### config.mk
export PLATFORM = sky130hd
export DESIGN_NAME = dsa_coord_gen_simd
export DESIGN_NICKNAME = d
export VERILOG_FILES = /design/src/rtl/dsa_coord_gen_simd.sv
export SDC_FILE = /design/constraint.sdc
export NUM_CORES = 1
export LEC_CHECK = 0
export ABC_AREA = 0
export BUFFER_PORTS_ARGS = -buffer_cell sky130_fd_sc_hd__buf_2
export CAP_MARGIN = 15
export CORE_UTILIZATION = 35
export CTS_CLUSTER_DIAMETER = 60
export DETAILED_ROUTE_END_ITERATION = 10
export PLACE_DENSITY_LB_ADDON = 0.2
export SETUP_SLACK_MARGIN = 0.2
export SLEW_MARGIN = 40
export SYNTH_ARGS = -nofsm -noshare
export SYNTH_HDL_FRONTEND = slang
export SYNTH_SLANG_ARGS = --single-unit
### constraint.sdc
create_clock -name i_clk -period 13.81 [get_ports i_clk]
set_clock_uncertainty 0.05 [all_clocks]
set_input_delay 4.143 -clock i_clk [delete_from_list [all_inputs] [get_ports i_clk]]
set_output_delay 4.143 -clock i_clk [all_outputs]
set_load 0.02 [all_outputs]
### src/rtl/dsa_coord_gen_simd.sv
// rtl/dsa_coord_gen_simd.sv - N-lane raster coordinate/weight generator for bilinear interpolation
// Optional half-pixel centre alignment: define COORD_GEN_CENTER_ALIGN_EN.
module dsa_coord_gen_simd #(
  parameter int N  = 4,
  parameter int CW = 16
) (
  input  logic                 i_clk,
  input  logic                 i_rst,
  input  logic                 i_start,
  input  logic [CW-1:0]        i_src_w,
  input  logic [CW-1:0]        i_src_h,
  input  logic [CW-1:0]        i_dst_w,
  input  logic [CW-1:0]        i_dst_h,
  input  logic [15:0]          i_step_x,
  input  logic [15:0]          i_step_y,
  input  logic                 i_out_ready,
  output logic                 o_out_valid,
  output logic [N-1:0]         o_lane_en,
  output logic [CW-1:0]        o_dst_x,
  output logic [CW-1:0]        o_dst_y,
  output logic [N-1:0][CW-1:0] o_x0,
  output logic [N-1:0][CW-1:0] o_x1,
  output logic [N-1:0][CW-1:0] o_y0,
  output logic [N-1:0][CW-1:0] o_y1,
  output logic [N-1:0][15:0]   o_a,
  output logic [N-1:0][15:0]   o_b,
  output logic                 o_busy,
  output logic                 o_frame_done
);

`ifdef COORD_GEN_CENTER_ALIGN_EN
  localparam int AW = 25;
`else
  localparam int AW = 24;
`endif

  localparam logic [1:0] S_IDLE = 2'd0;
  localparam logic [1:0] S_LOAD = 2'd1;
  localparam logic [1:0] S_RUN  = 2'd2;
  localparam logic [1:0] S_DONE = 2'd3;

  logic [1:0]            r_state;
  logic [CW-1:0]         r_src_w, r_src_h, r_dst_w, r_dst_h;
  logic [15:0]           r_step_x, r_step_y;
  logic [CW-1:0]         r_dx, r_dy;
  logic [AW-1:0]         r_xb, r_ya;
  logic [N-1:0][AW-1:0]  r_off;

  logic [AW-1:0]         w_xb_init, w_ya_init, w_xstep;
  logic                  w_more_x;
  logic [N-1:0][2*CW+7:0] w_xc;
  logic [2*CW+7:0]       w_yc;

`ifdef COORD_GEN_CENTER_ALIGN_EN
  assign w_xb_init = AW'(r_step_x >> 1) - AW'(128);
  assign w_ya_init = AW'(r_step_y >> 1) - AW'(128);
`else
  assign w_xb_init = '0;
  assign w_ya_init = '0;
`endif

  assign w_xstep  = AW'(r_step_x) * AW'(N);
  assign w_more_x = ({1'b0, r_dx} + (CW+1)'(N)) < {1'b0, r_dst_w};

  // Returns {c0, c1, frac}: integer part clamped to lim, neighbour, fraction zeroed at the edge.
  function automatic logic [2*CW+7:0] f_clamp(input logic [AW-1:0] s, input logic [CW-1:0] lim);
    logic [CW-1:0] ip, c0, c1;
    logic [7:0]    fr;
    ip = CW'(s[23:8]);
    fr = s[7:0];
`ifdef COORD_GEN_CENTER_ALIGN_EN
    if (s[AW-1]) begin
      ip = '0;
      fr = '0;
    end
`endif
    if (ip >= lim) begin
      c0 = lim;
      fr = '0;
    end else begin
      c0 = ip;
    end
    c1 = (c0 < lim) ? c0 + CW'(1) : lim;
    return {c0, c1, fr};
  endfunction

  always_comb begin
    w_yc = f_clamp(r_ya, r_src_h - CW'(1));
    for (int i = 0; i < N; i++) begin
      w_xc[i] = f_clamp(r_xb + r_off[i], r_src_w - CW'(1));
    end
  end

  always_comb begin
    o_out_valid  = 1'b0;
    o_lane_en    = '0;
    o_dst_x      = '0;
    o_dst_y      = '0;
    o_x0         = '0;
    o_x1         = '0;
    o_y0         = '0;
    o_y1         = '0;
    o_a          = '0;
    o_b          = '0;
    o_busy       = (r_state == S_LOAD) || (r_state == S_RUN);
    o_frame_done = (r_state == S_DONE);
    if (r_state == S_RUN) begin
      o_out_valid = 1'b1;
      o_dst_x     = r_dx;
      o_dst_y     = r_dy;
      for (int i = 0; i < N; i++) begin
        o_lane_en[i] = ({1'b0, r_dx} + (CW+1)'(i)) < {1'b0, r_dst_w};
        o_x0[i]      = w_xc[i][2*CW+7 -: CW];
        o_x1[i]      = w_xc[i][CW+7 -: CW];
        o_a[i]       = {8'h00, w_xc[i][7:0]};
        o_y0[i]      = w_yc[2*CW+7 -: CW];
        o_y1[i]      = w_yc[CW+7 -: CW];
        o_b[i]       = {8'h00, w_yc[7:0]};
      end
    end
  end

  always_ff @(posedge i_clk) begin
    if (i_rst) begin
      r_state  <= S_IDLE;
      r_src_w  <= '0;
      r_src_h  <= '0;
      r_dst_w  <= '0;
      r_dst_h  <= '0;
      r_step_x <= '0;
      r_step_y <= '0;
      r_dx     <= '0;
      r_dy     <= '0;
      r_xb     <= '0;
      r_ya     <= '0;
      r_off    <= '0;
    end else begin
      case (r_state)
        S_IDLE: begin
          if (i_start) begin
            r_src_w  <= i_src_w;
            r_src_h  <= i_src_h;
            r_dst_w  <= i_dst_w;
            r_dst_h  <= i_dst_h;
            r_step_x <= i_step_x;
            r_step_y <= i_step_y;
            r_dx     <= '0;
            r_dy     <= '0;
            r_state  <= (i_dst_w == '0 || i_dst_h == '0) ? S_DONE : S_LOAD;
          end
        end
        S_LOAD: begin
          for (int i = 0; i < N; i++) begin
            r_off[i] <= AW'(r_step_x) * AW'(i);
          end
          r_xb    <= w_xb_init;
          r_ya    <= w_ya_init;
          r_state <= S_RUN;
        end
        S_RUN: begin
          if (i_out_ready) begin
            if (w_more_x) begin
              r_dx <= r_dx + CW'(N);
              r_xb <= r_xb + w_xstep;
            end else begin
              r_dx <= '0;
              r_xb <= w_xb_init;
              r_dy <= r_dy + CW'(1);
              r_ya <= r_ya + AW'(r_step_y);
              if (r_dy == r_dst_h - CW'(1)) r_state <= S_DONE;
            end
          end
        end
        default: r_state <= S_IDLE;
      endcase
    end
  end

endmodule

==> flow_metrics.py, run 1 <==
metrics = {
    "status": {
        "outcome": "finished clean",
    },
    "synth": {
        "synthTopCellsByCount": "382 x sky130_fd_sc_hd__nand2_1, 316 x sky130_fd_sc_hd__ha_1, 303 x sky130_fd_sc_hd__nor2_1",
        "yosysTopAreaCellShare": 0.1678,
        "synth_flop_type": "sky130_fd_sc_hd__dfxtp_1",
        "synth-seq-cells": 207,
        "ys_top_cells_by_area": "sky130_fd_sc_hd__dfxtp_1 17%, sky130_fd_sc_hd__ha_1 16%, sky130_fd_sc_hd__buf_4 5.8%",
        "proportion_of_synthesized_chip_area_in_sequential_cells": 0.1678,
        "synth_largest_area_cell": "sky130_fd_sc_hd__dfxtp_1",
        "synth_most_common_cell": "sky130_fd_sc_hd__nand2_1",
        "syn_inst": 3326,
        "synth.lib_cells_used.distinct": 101,
        "async_reset_ff_frac": 0,
        "synth_area_mm2": 0.02470,
        "post_synth.cell_area_avg_um2": 7.426,
        "synth_edf_count": 0,
        "synth_warnings": 0,
    },
    "clocking": {
        "cts_tree": "done",
        "clock_latency_ns": 0.57,
        "numCtsBuffers": 30,
        "cts_sinks": 207,
        "cts-hold-fix-buffers": 0,
        "cts_resized": 0,
        "cts_setup_buffers": 0,
        "h-tree-depth": 1,
        "clk_path_buf_depth": 3,
        "clock-root-buffer": "sky130_fd_sc_hd__clkbuf_16",
        "clkSlewWorstSetupHoldPaths_ns": 0.06,
    },
    "critical_path": {
        "rr_startpoint": "r_dx[7]$_SDFFE_PP0P_",
        "critical_path.most_common_cell": "sky130_fd_sc_hd__a21o_1",
        "arrival_time_of_the_worst_setup_path_ns": 8.33,
        "worstReg2RegEnd": "r_dx[7]$_SDFFE_PP0P_",
        "critPathCaptureType": "output pin",
        "startpoint_of_the_worst_setup_timing_path": "r_xb[3]$_SDFFE_PP0P_",
        "rrSetupSlack_ns": 9.42,
        "crit_path_max_fanout": 36,
        "required_ns": 9.62,
        "criticalPathCategory": "flip-flop to output pin",
        "timing.critical_path.slowest_cell_delay_ns": 0.57,
        "slowest_stage": "sky130_fd_sc_hd__a211oi_2",
        "critPathLaunchType": "flip-flop",
        "worstRegToRegCells": 17,
    },
    "timing": {
        "tightest_slew_ns": 0.9990,
        "worst_hold_slack_ns": 0.4031,
        "setup_viol": 0,
        "final_hold_viols": 0,
        "final_min_period_over_clock_period": 0.9067,
        "setup_total_negative_slack_ns": 0,
        "fmax_mhz": 79.86,
        "finalMaxSlewViolations": 0,
        "slew_headroom": 0.3279,
        "rsz0062_at_grt": "false",
        "period_minus_slack_ns": 12.52,
    },
    "floorplan": {
        "floorplan.core_area_mm2": 0.06991,
        "floorplan.initialDensity": 0.3533,
        "row_count": 97,
        "design.die.area_mm2": 0.07163,
        "fp.dieW_um": 267.6,
        "design.portCount": 523,
        "die_height_um": 267.6,
    },
    "pwr": {
        "pwr_density_cell_mw_per_mm2": 132.0,
        "combinationalPowerShare": 0.586,
        "clock_power_share": 0.206,
        "swShare": 0.5085,
        "ir_drop_v": 0.00009357,
        "power_mw": 3.666,
        "power.static_leakage_nw": 13.63,
        "intPower_mw": 1.802,
        "switching_power_mw": 1.865,
        "portion_of_total_power_attributed_to_sequential_cells": 0.208,
    },
    "grt": {
        "globalRouteOverflowTotal": 0,
        "grt_first_pass_wirelength_mm": 134.7,
        "grt_util_all_layers": 0.2415,
        "first_global_vias": 22480,
        "grt_start_max_net_pins": 91,
        "antenna_found_initial": 11,
    },
    "layout": {
        "area_growth_syn_to_layout_pct": 12.49,
        "post_route_cells_drive_above_1_share": 0.1838,
        "final_nets": 3983,
    },
    "route": {
        "finalWirelength_mm": 90.34,
        "route.detailed.drc": 0,
        "drt-initial-drc-count": 1647,
        "detail-route-antenna-nets": 0,
        "vias": 24600,
        "drt_pre_antenna_iters": 7,
        "viasPerCell": 5.433,
        "post_drt_wl_per_cell_um": 19.95,
    },
    "placed_design": {
        "place.detailed.hpwl_mm": 69.69,
        "gp_congestion": 0.9598,
        "port_buf_inserts": 453,
    },
    "worst_hold_path": {
        "worst_hold_startpoint": "r_dst_w[9]$_SDFFE_PP0P_",
        "hold-path-cell-count": 2,
        "hold_path_class": "flip-flop to flip-flop",
        "whs_endpoint": "r_dst_w[9]$_SDFFE_PP0P_",
    },
    "run": {
        "cap_violations": 0,
    },
}
## flip-flops by register name, summed over array words and instances (netlist names)
name      count
r_src_h      16
r_off        33
r_state       2
r_src_w      16
r_dx         14
r_step_x     16
r_dst_w      16
r_xb         22
r_ya         24
r_dst_h      16
r_step_y     16
r_dy         16
## layout by cell type (no fill, tap or decap), drive strengths merged, types with 57 or more instances in the layout
master | netlist | layout
dfxtp | 207 | 207
inv | 112 | 116
xnor2 | 141 | 141
o21ai | 121 | 121
xor2 | 74 | 74
nor2 | 304 | 304
a21oi | 287 | 287
nor3 | 80 | 80
buf | 220 | 500
a21o | 78 | 78
ha | 316 | 316
a211oi | 57 | 57
nand3 | 84 | 84
and2 | 104 | 104
nand2 | 383 | 383
conb | 1 | 69
## per-stage QoR
stage | cell area, um^2 | worst slack, ns | util | instances
6_report | 27780 | 1.288 | 0.3974 | 4528
2_1_floorplan | 24950 | 2.854 | - | 3394
3_5_place_dp | 26760 | 1.952 | 0.3828 | 4472
5_1_grt | 27780 | 0.6901 | 0.3974 | 4526
4_1_cts | 27730 | 1.318 | 0.3967 | 4525
3_3_place_gp | 26730 | 1.798 | 0.3823 | 4472
## metal layers
| metal | vias to the layer above | global-route usage | wire length [um] |
|---|---|---|---|
| li1 | 12110 | - | - |
| met1 | 11460 | 0.3347 | 41440 |
| met2 | 857 | 0.3818 | 39730 |
| met3 | 153 | 0.03853 | 6356 |
| met4 | 16 | 0.07042 | 2712 |
| met5 | - | 0 | 104 |
## critical path: cells and delay by family, from the launching register on
kind	cells	cell delay (ns)
buffers and inverters	3	0.76
adders and majority gates	3	0.98
DFF	1	0.39
xor gates and xnor gates	1	0.18
AOI/OAI and AO/OA	14	3.25
and+or+nand+nor	8	2.19
## cell families after synthesis
family          count (synthesis)  share of synthesized area
fa+ha+maj                     319                     0.1625
flops                         207                     0.1678
other cells                     1                  0.0001518
xor+xnor                      215                    0.07898
compound gates                814                     0.2189
buf+inv                       474                     0.1014
simple gates                 1234                     0.2443
mux                            62                    0.02599
## how the worst max path moves through the flow
stage               endpoint  slack, ns
CTS                 o_x1[31]       1.32
detailed placement  o_x1[31]       1.95
floorplan           o_y1[17]       2.85
global route         o_y1[8]       0.69
global placement    o_x1[44]       1.80
finish              o_x1[44]       1.29
## area by class of cell
| type | instances | area (um^2) |
|---|---|---|
| fillers | 7420 | 42120 |
| multi-input cells | 2713 | 18430 |
| flip-flops and latches | 207 | 4144 |
| repair buffers | 500 | 2638 |
| well taps | 940 | 1176 |
| clock buffers | 42 | 867.1 |
| inverters | 112 | 421.7 |
| clock inverters | 11 | 103.9 |
| diodes | 3 | 7.507 |
## power by group through the flow
stage	clock (mW)	sequential, mW	combinational (mW)
after floorplan	0	0.739	1.43
after global placement	0	0.772	2.11
after detailed placement	0	0.774	2.11
after CTS	0.779	0.761	2.12
after global routing	0.800	0.774	2.35
final	0.755	0.761	2.15
Note: power is estimated with default switching activity, not from simulation.
==> run 2: changes to the inputs <==
--- a/config.mk
+++ b/config.mk
@@ -7,10 +7,11 @@
 export LEC_CHECK = 0
 export ABC_AREA = 0
 export BUFFER_PORTS_ARGS = -buffer_cell sky130_fd_sc_hd__buf_2
-export CAP_MARGIN = 15
+export CAP_MARGIN = 20
 export CORE_UTILIZATION = 35
 export CTS_CLUSTER_DIAMETER = 60
 export DETAILED_ROUTE_END_ITERATION = 10
+export GPL_ROUTABILITY_DRIVEN = 0
 export PLACE_DENSITY_LB_ADDON = 0.2
 export SETUP_SLACK_MARGIN = 0.2
 export SLEW_MARGIN = 40
==> constraint.sdc (replaced) <==
create_clock -name i_clk -period 13.81 [get_ports i_clk]
set_clock_uncertainty 0.05 [all_clocks]
set_input_delay 4.143 -clock i_clk [delete_from_list [all_inputs] [get_ports i_clk]]
set_output_delay 4.143 -clock i_clk [all_outputs]
set_load 0.05 [all_outputs]
==> run 2 against run 1 <==
  * Routed wire length decreased by 0.21%
  * Final cell count stayed put
  * Count of clock-buffer cells in the layout decreased by 5
  * Critical path depth is 2 lower
  * Critical path type unchanged
  * Utilization did not move
  * Power up 3.4%
  * Die area is the same
  * Combinational power rose by 5%
  * Via count is 0.29% higher
  * Register-to-register slack better by 0.03 ns
  * Sequential power is essentially flat
==> flow_metrics.py, run 2 (same netlist as run 1, synthesis figures left out) <==
metrics = {
    "status": {
        "outcome": "finished clean",
    },
    "grt": {
        "first_global_vias": 22370,
        "antenna_found_initial": 12,
        "grt_util_all_layers": 0.2415,
        "grt_start_max_net_pins": 91,
        "grt_first_pass_wirelength_mm": 135.5,
        "globalRouteOverflowTotal": 0,
    },
    "route": {
        "detail-route-antenna-nets": 0,
        "route.detailed.drc": 0,
        "viasPerCell": 5.449,
        "drt-initial-drc-count": 1884,
        "vias": 24670,
        "drt_pre_antenna_iters": 7,
        "finalWirelength_mm": 90.15,
        "post_drt_wl_per_cell_um": 19.91,
    },
    "timing": {
        "fmax_mhz": 78.59,
        "slew_headroom": 0.4045,
        "setup_viol": 0,
        "period_minus_slack_ns": 12.72,
        "tightest_slew_ns": 0.8921,
        "setup_total_negative_slack_ns": 0,
        "final_hold_viols": 0,
        "final_min_period_over_clock_period": 0.9214,
        "rsz0062_at_grt": "false",
        "setup_slack_ns": 1.086,
        "finalMaxSlewViolations": 0,
    },
    "layout": {
        "final_nets": 3978,
        "largest-register": "r_off",
        "reg_top3": "r_off x33, r_ya x24, r_xb x22",
        "fin_cells": 4528,
        "leading_cell_type_in_the_layout_fill_and_taps_excluded": "sky130_fd_sc_hd__buf_2",
        "final_cell_mix": "452 x sky130_fd_sc_hd__buf_2, 380 x sky130_fd_sc_hd__nand2_1, 314 x sky130_fd_sc_hd__ha_1",
        "utilization": 0.3974,
        "area_growth_syn_to_layout_pct": 12.49,
        "post_route_cells_drive_above_1_share": 0.1837,
        "largest_register_ffs": 33,
    },
    "critical_path": {
        "timing.critical_path.slowest_cell_delay_ns": 0.56,
        "critical_path.most_common_cell": "sky130_fd_sc_hd__ha_1",
        "critPathTopFamily": "compound AO/OA/AOI/OAI gates",
        "arrival_time_of_the_worst_setup_path_ns": 8.53,
        "crit_path_max_fanout": 31,
        "critPathLaunchType": "flip-flop",
        "slowest_stage": "sky130_fd_sc_hd__or4_1",
        "required_ns": 9.62,
        "critPathCaptureType": "output pin",
        "rrSetupSlack_ns": 9.45,
        "crit_buf_inv": 3,
        "criticalPathCategory": "flip-flop to output pin",
    },
    "pwr": {
        "power.static_leakage_nw": 13.61,
        "pwr_density_cell_mw_per_mm2": 136.4,
        "power_mw": 3.790,
        "ir_drop_v": 0.0001419,
    },
    "clocking": {
        "cts_resized": 0,
        "numCtsBuffers": 30,
        "cts_setup_buffers": 0,
        "clock-root-buffer": "sky130_fd_sc_hd__clkbuf_16",
        "cts-hold-fix-buffers": 0,
        "cts_tree": "done",
        "h-tree-depth": 1,
        "clock_latency_ns": 0.59,
        "cts_sinks": 207,
        "clk_path_buf_depth": 3,
        "clkSlewWorstSetupHoldPaths_ns": 0.06,
    },
    "floorplan": {
        "row_count": 97,
        "floorplan.core_area_mm2": 0.06991,
        "fp.dieW_um": 267.6,
        "die_height_um": 267.6,
        "floorplan.initialDensity": 0.3533,
        "design.die.area_mm2": 0.07163,
        "design.portCount": 523,
    },
    "placed_design": {
        "port_buf_inserts": 453,
        "worst_slack_at_placement_ns": 1.734,
        "place.detailed.hpwl_mm": 69.52,
        "place.detailed.instances": 4466,
    },
    "run": {
        "cap_violations": 0,
    },
    "worst_hold_path": {
        "hold_path_class": "flip-flop to flip-flop",
    },
}
-- run 2: changes by cell type in the layout (fill, tap and decap cells not counted), sizes merged --
cell      previous run  this run
buf                500       495
clkbuf              42        37
clkinvlp             2         5
diode                3         6
inv                116       118
bufinv               1         2
clkinv               4         5
-- run 2: layout make-up --
cell class	instances	area (um^2)
fillers	7471	42120
multi-input cells	2713	18410
flip-flops and latches	207	4144
repair buffers	495	2616
well taps	940	1176
clock buffers	37	807.0
inverters	112	421.7
clock inverters	18	192.7
diodes	6	15.01
-- run 2: layer usage --
layer,up-vias,GRT usage,wire (um)
li1,12110,-,-
met4,6,0.06347,2365
met5,-,0,40
met2,851,0.3859,40000
met1,11560,0.3397,41980
met3,149,0.02915,5763
-- run 2: path summary, 6_finish.rpt --
path                                              start                      end  cells after the start
worst max-delay path               r_xb[3]$_SDFFE_PP0P_                 o_x1[35]                     27
worst min register to register  r_dst_w[5]$_SDFFE_PP0P_  r_dst_w[5]$_SDFFE_PP0P_                      2
worst min-delay path            r_dst_w[5]$_SDFFE_PP0P_  r_dst_w[5]$_SDFFE_PP0P_                      2
worst max register to register     r_dx[7]$_SDFFE_PP0P_     r_dx[7]$_SDFFE_PP0P_                     17
-- run 2: through the flow --
stage	cell area (um^2)	hold WS, ns
after floorplan	24950	0.3863
after global placement	26670	0.3950
final	27780	0.4061
after global routing	27770	0.4199
after CTS	27720	0.4064
after detailed placement	26720	0.3975
-- run 2: tightest hold or removal path: cells and delay by family, from the launching register on --
family             cells  cell delay, ns
AOI/OAI and AO/OA      1            0.05
DFF                    1            0.31
and+or+nand+nor        1            0.05
-- run 2: power by group --
part           leakage, nW  total (mW)  internal, mW  switching, mW
Combinational         11.4        2.25         0.677           1.57
Sequential            1.68       0.762         0.670         0.0918
Clock                0.477       0.782         0.458          0.324
==> run 3: changes to the inputs <==
==> constraint.sdc (replaced) <==
create_clock -name i_clk -period 12 [get_ports i_clk]
set_clock_uncertainty 0.05 [all_clocks]
set_input_delay 3.6 -clock i_clk [delete_from_list [all_inputs] [get_ports i_clk]]
set_output_delay 3.6 -clock i_clk [all_outputs]
set_load 0.05 [all_outputs]
==> run 3 against run 2 <==
  * Count of clock-buffer cells in the layout is 3 higher
  * Sequential share of layout area fell by 0.15 points
  * Register-to-register slack got worse by 1.8 ns
  * Hold slack worse by 0.0035 ns
  * Sequential cell count is the same
  * Sequential power up 15%
  * Via count increased by 0.16%
  * Final cell count increased by 0.60%
  * Critical endpoint is now o_x1[30]
==> flow_metrics.py, run 3 (same netlist as run 1, synthesis figures left out) <==
metrics = {
    "layout": {
        "largest-register": "r_off",
        "fillers": 7474,
        "final_cell_mix": "452 x sky130_fd_sc_hd__buf_2, 381 x sky130_fd_sc_hd__nand2_1, 314 x sky130_fd_sc_hd__ha_1",
        "reg_top3": "r_off x33, r_ya x24, r_xb x22",
        "fin_cells": 4555,
        "leading_cell_type_in_the_layout_fill_and_taps_excluded": "sky130_fd_sc_hd__buf_2",
        "area_growth_syn_to_layout_pct": 13.64,
        "final_nets": 4010,
        "design_area_mm2": 0.02807,
        "largest_register_ffs": 33,
        "post_route_cells_drive_above_1_share": 0.1927,
    },
    "grt": {
        "globalRouteOverflowTotal": 0,
        "grt_util_all_layers": 0.2432,
        "antenna_found_initial": 11,
        "grt_start_max_net_pins": 93,
        "grt_first_pass_wirelength_mm": 135.9,
        "first_global_vias": 22650,
    },
    "route": {
        "detail-route-antenna-nets": 0,
        "post_drt_wl_per_cell_um": 19.91,
        "drt_pre_antenna_iters": 8,
        "drt-initial-drc-count": 1849,
        "vias": 24710,
        "route.detailed.drc": 0,
        "finalWirelength_mm": 90.69,
        "viasPerCell": 5.425,
    },
    "timing": {
        "setup_viol": 0,
        "rsz0062_at_grt": "false",
        "fmax_mhz": 87.82,
        "final_hold_viols": 0,
        "tightest_slew_ns": 0.8837,
        "setup_total_negative_slack_ns": 0,
        "finalMaxSlewViolations": 0,
        "final_min_period_over_clock_period": 0.9490,
        "slew_headroom": 0.4101,
        "period_minus_slack_ns": 11.39,
    },
    "clocking": {
        "h-tree-depth": 1,
        "clk_path_buf_depth": 3,
        "clock_latency_ns": 0.56,
        "cts_tree": "done",
        "clkSlewWorstSetupHoldPaths_ns": 0.06,
        "numCtsBuffers": 28,
        "clock-root-buffer": "sky130_fd_sc_hd__clkbuf_16",
        "cts_sinks": 207,
        "cts-hold-fix-buffers": 0,
    },
    "run": {
        "cap_violations": 0,
    },
    "critical_path": {
        "crit_path_max_fanout": 21,
        "criticalPathCategory": "flip-flop to output pin",
        "worstReg2RegEnd": "r_dx[7]$_SDFFE_PP0P_",
        "critPathLaunchType": "flip-flop",
        "startpoint_of_the_worst_setup_timing_path": "r_xb[9]$_SDFFE_PP0P_",
        "critPathCapture": "o_x1[30]",
        "required_ns": 8.35,
        "critPathCaptureType": "output pin",
        "rrSetupSlack_ns": 7.61,
        "arrival_time_of_the_worst_setup_path_ns": 7.74,
        "worstRegToRegCells": 17,
        "rr_startpoint": "r_dx[7]$_SDFFE_PP0P_",
    },
    "placed_design": {
        "place.detailed.instances": 4498,
        "port_buf_inserts": 453,
        "place.detailed.hpwl_mm": 70.46,
        "dpl_cell_area_mm2": 0.02699,
    },
    "floorplan": {
        "floorplan.core_area_mm2": 0.06991,
        "design.portCount": 523,
        "floorplan.initialDensity": 0.3533,
        "design.die.area_mm2": 0.07163,
        "die_height_um": 267.6,
        "fp.dieW_um": 267.6,
        "row_count": 97,
    },
    "pwr": {
        "ir_drop_v": 0.0001098,
        "power.static_leakage_nw": 13.78,
        "pwr_density_cell_mw_per_mm2": 155.9,
    },
    "status": {
        "outcome": "finished clean",
    },
    "worst_hold_path": {
        "hold_path_class": "flip-flop to flip-flop",
    },
}
run 3: changes by cell type in the layout (fill, tap and decap cells not counted), moves of 3 or more:
cell,previous run,this run
sky130_fd_sc_hd__a211oi_2,9,6
sky130_fd_sc_hd__a311oi_1,7,3
sky130_fd_sc_hd__a311oi_2,0,4
sky130_fd_sc_hd__buf_4,38,71
sky130_fd_sc_hd__clkbuf_8,3,6
sky130_fd_sc_hd__clkinvlp_4,5,0
sky130_fd_sc_hd__inv_6,6,1
sky130_fd_sc_hd__o21ai_1,18,14
sky130_fd_sc_hd__o21ai_2,2,6
run 3: how the worst min path moves through the flow:
stage,start,to,cells past startpoint
final,r_dst_w[9]$_SDFFE_PP0P_,r_dst_w[9]$_SDFFE_PP0P_,2
after global routing,r_dst_w[6]$_SDFFE_PP0P_,r_dst_w[6]$_SDFFE_PP0P_,2
after CTS,r_dst_w[13]$_SDFFE_PP0P_,r_dst_w[13]$_SDFFE_PP0P_,2
after detailed placement,r_dst_w[13]$_SDFFE_PP0P_,r_dst_w[13]$_SDFFE_PP0P_,2
after global placement,r_dst_w[2]$_SDFFE_PP0P_,r_dst_w[2]$_SDFFE_PP0P_,2
after floorplan,r_dst_w[10]$_SDFFE_PP0P_,r_dst_w[10]$_SDFFE_PP0P_,2
run 3: per-stage QoR:
stage / hold WS [ns] / utilization / setup WS [ns] / power [mW]
detailed placement: 0.3965 / 0.3861 / 0.9880 / 3.484
CTS: 0.4050 / 0.3997 / 0.3319 / 4.366
global placement: 0.3942 / 0.3849 / 1.118 / 3.478
global route: 0.4253 / 0.4013 / 0.2032 / 4.677
floorplan: 0.3863 / - / 0.7651 / 2.602
finish: 0.4026 / 0.4015 / 0.6125 / 4.375
run 3: what timing repair did:
item / in CTS / in global routing
setup buffers: 0 / 3
setup endpoints to repair: 0 / 93
resized for setup: 0 / 19
run 3: cell type report:
cell class              count  area [um^2]  share of cell area
flip-flops and latches    207         4145              0.1477
clock buffers              40        827.0             0.02947
repair buffers            529         2895              0.1032
multi-input cells        2713        18470              0.6581
well taps                 940         1176             0.04190
clock inverters            10        120.1            0.004280
diodes                      4        10.01           0.0003566
inverters                 112        421.7             0.01502
run 3: routing by layer:
metal	GRT usage	up-vias	wire length (um)
li1	-	12170	-
met1	0.3386	11570	41950
met2	0.3810	810	39860
met3	0.03990	151	6215
met4	0.07290	12	2582
met5	0	-	83
run 3: power by group:
group          switching, mW  total, mW  leakage (nW)  internal (mW)
clock network          0.337      0.859         0.471          0.523
logic                   1.82       2.64          11.6          0.815
registers              0.105      0.876          1.68          0.771
run 3: worst max-delay path: stages, from the launching register on:
cell and delay (ns):
sky130_fd_sc_hd__dfxtp_1 0.56, sky130_fd_sc_hd__ha_1 0.37, sky130_fd_sc_hd__a21o_1 0.22, sky130_fd_sc_hd__a21o_1 0.21, sky130_fd_sc_hd__a221oi_2 0.39, sky130_fd_sc_hd__o211ai_1 0.19, sky130_fd_sc_hd__a211oi_1 0.46, sky130_fd_sc_hd__nor2_1 0.13
sky130_fd_sc_hd__ha_1 0.21, sky130_fd_sc_hd__a21o_1 0.17, sky130_fd_sc_hd__a21o_1 0.17, sky130_fd_sc_hd__a21oi_1 0.14, sky130_fd_sc_hd__o211a_1 0.19, sky130_fd_sc_hd__o21a_1 0.51, sky130_fd_sc_hd__buf_4 0.30, sky130_fd_sc_hd__nor2_1 0.07
sky130_fd_sc_hd__nor3_1 0.43, sky130_fd_sc_hd__ha_1 0.27, sky130_fd_sc_hd__nand4_1 0.10, sky130_fd_sc_hd__or3_1 0.40, sky130_fd_sc_hd__nor3_1 0.34, sky130_fd_sc_hd__o211ai_1 0.24, sky130_fd_sc_hd__and2_2 0.36, sky130_fd_sc_hd__and3_1 0.24
sky130_fd_sc_hd__mux2i_1 0.14, sky130_fd_sc_hd__o211ai_1 0.12, sky130_fd_sc_hd__buf_2 0.23
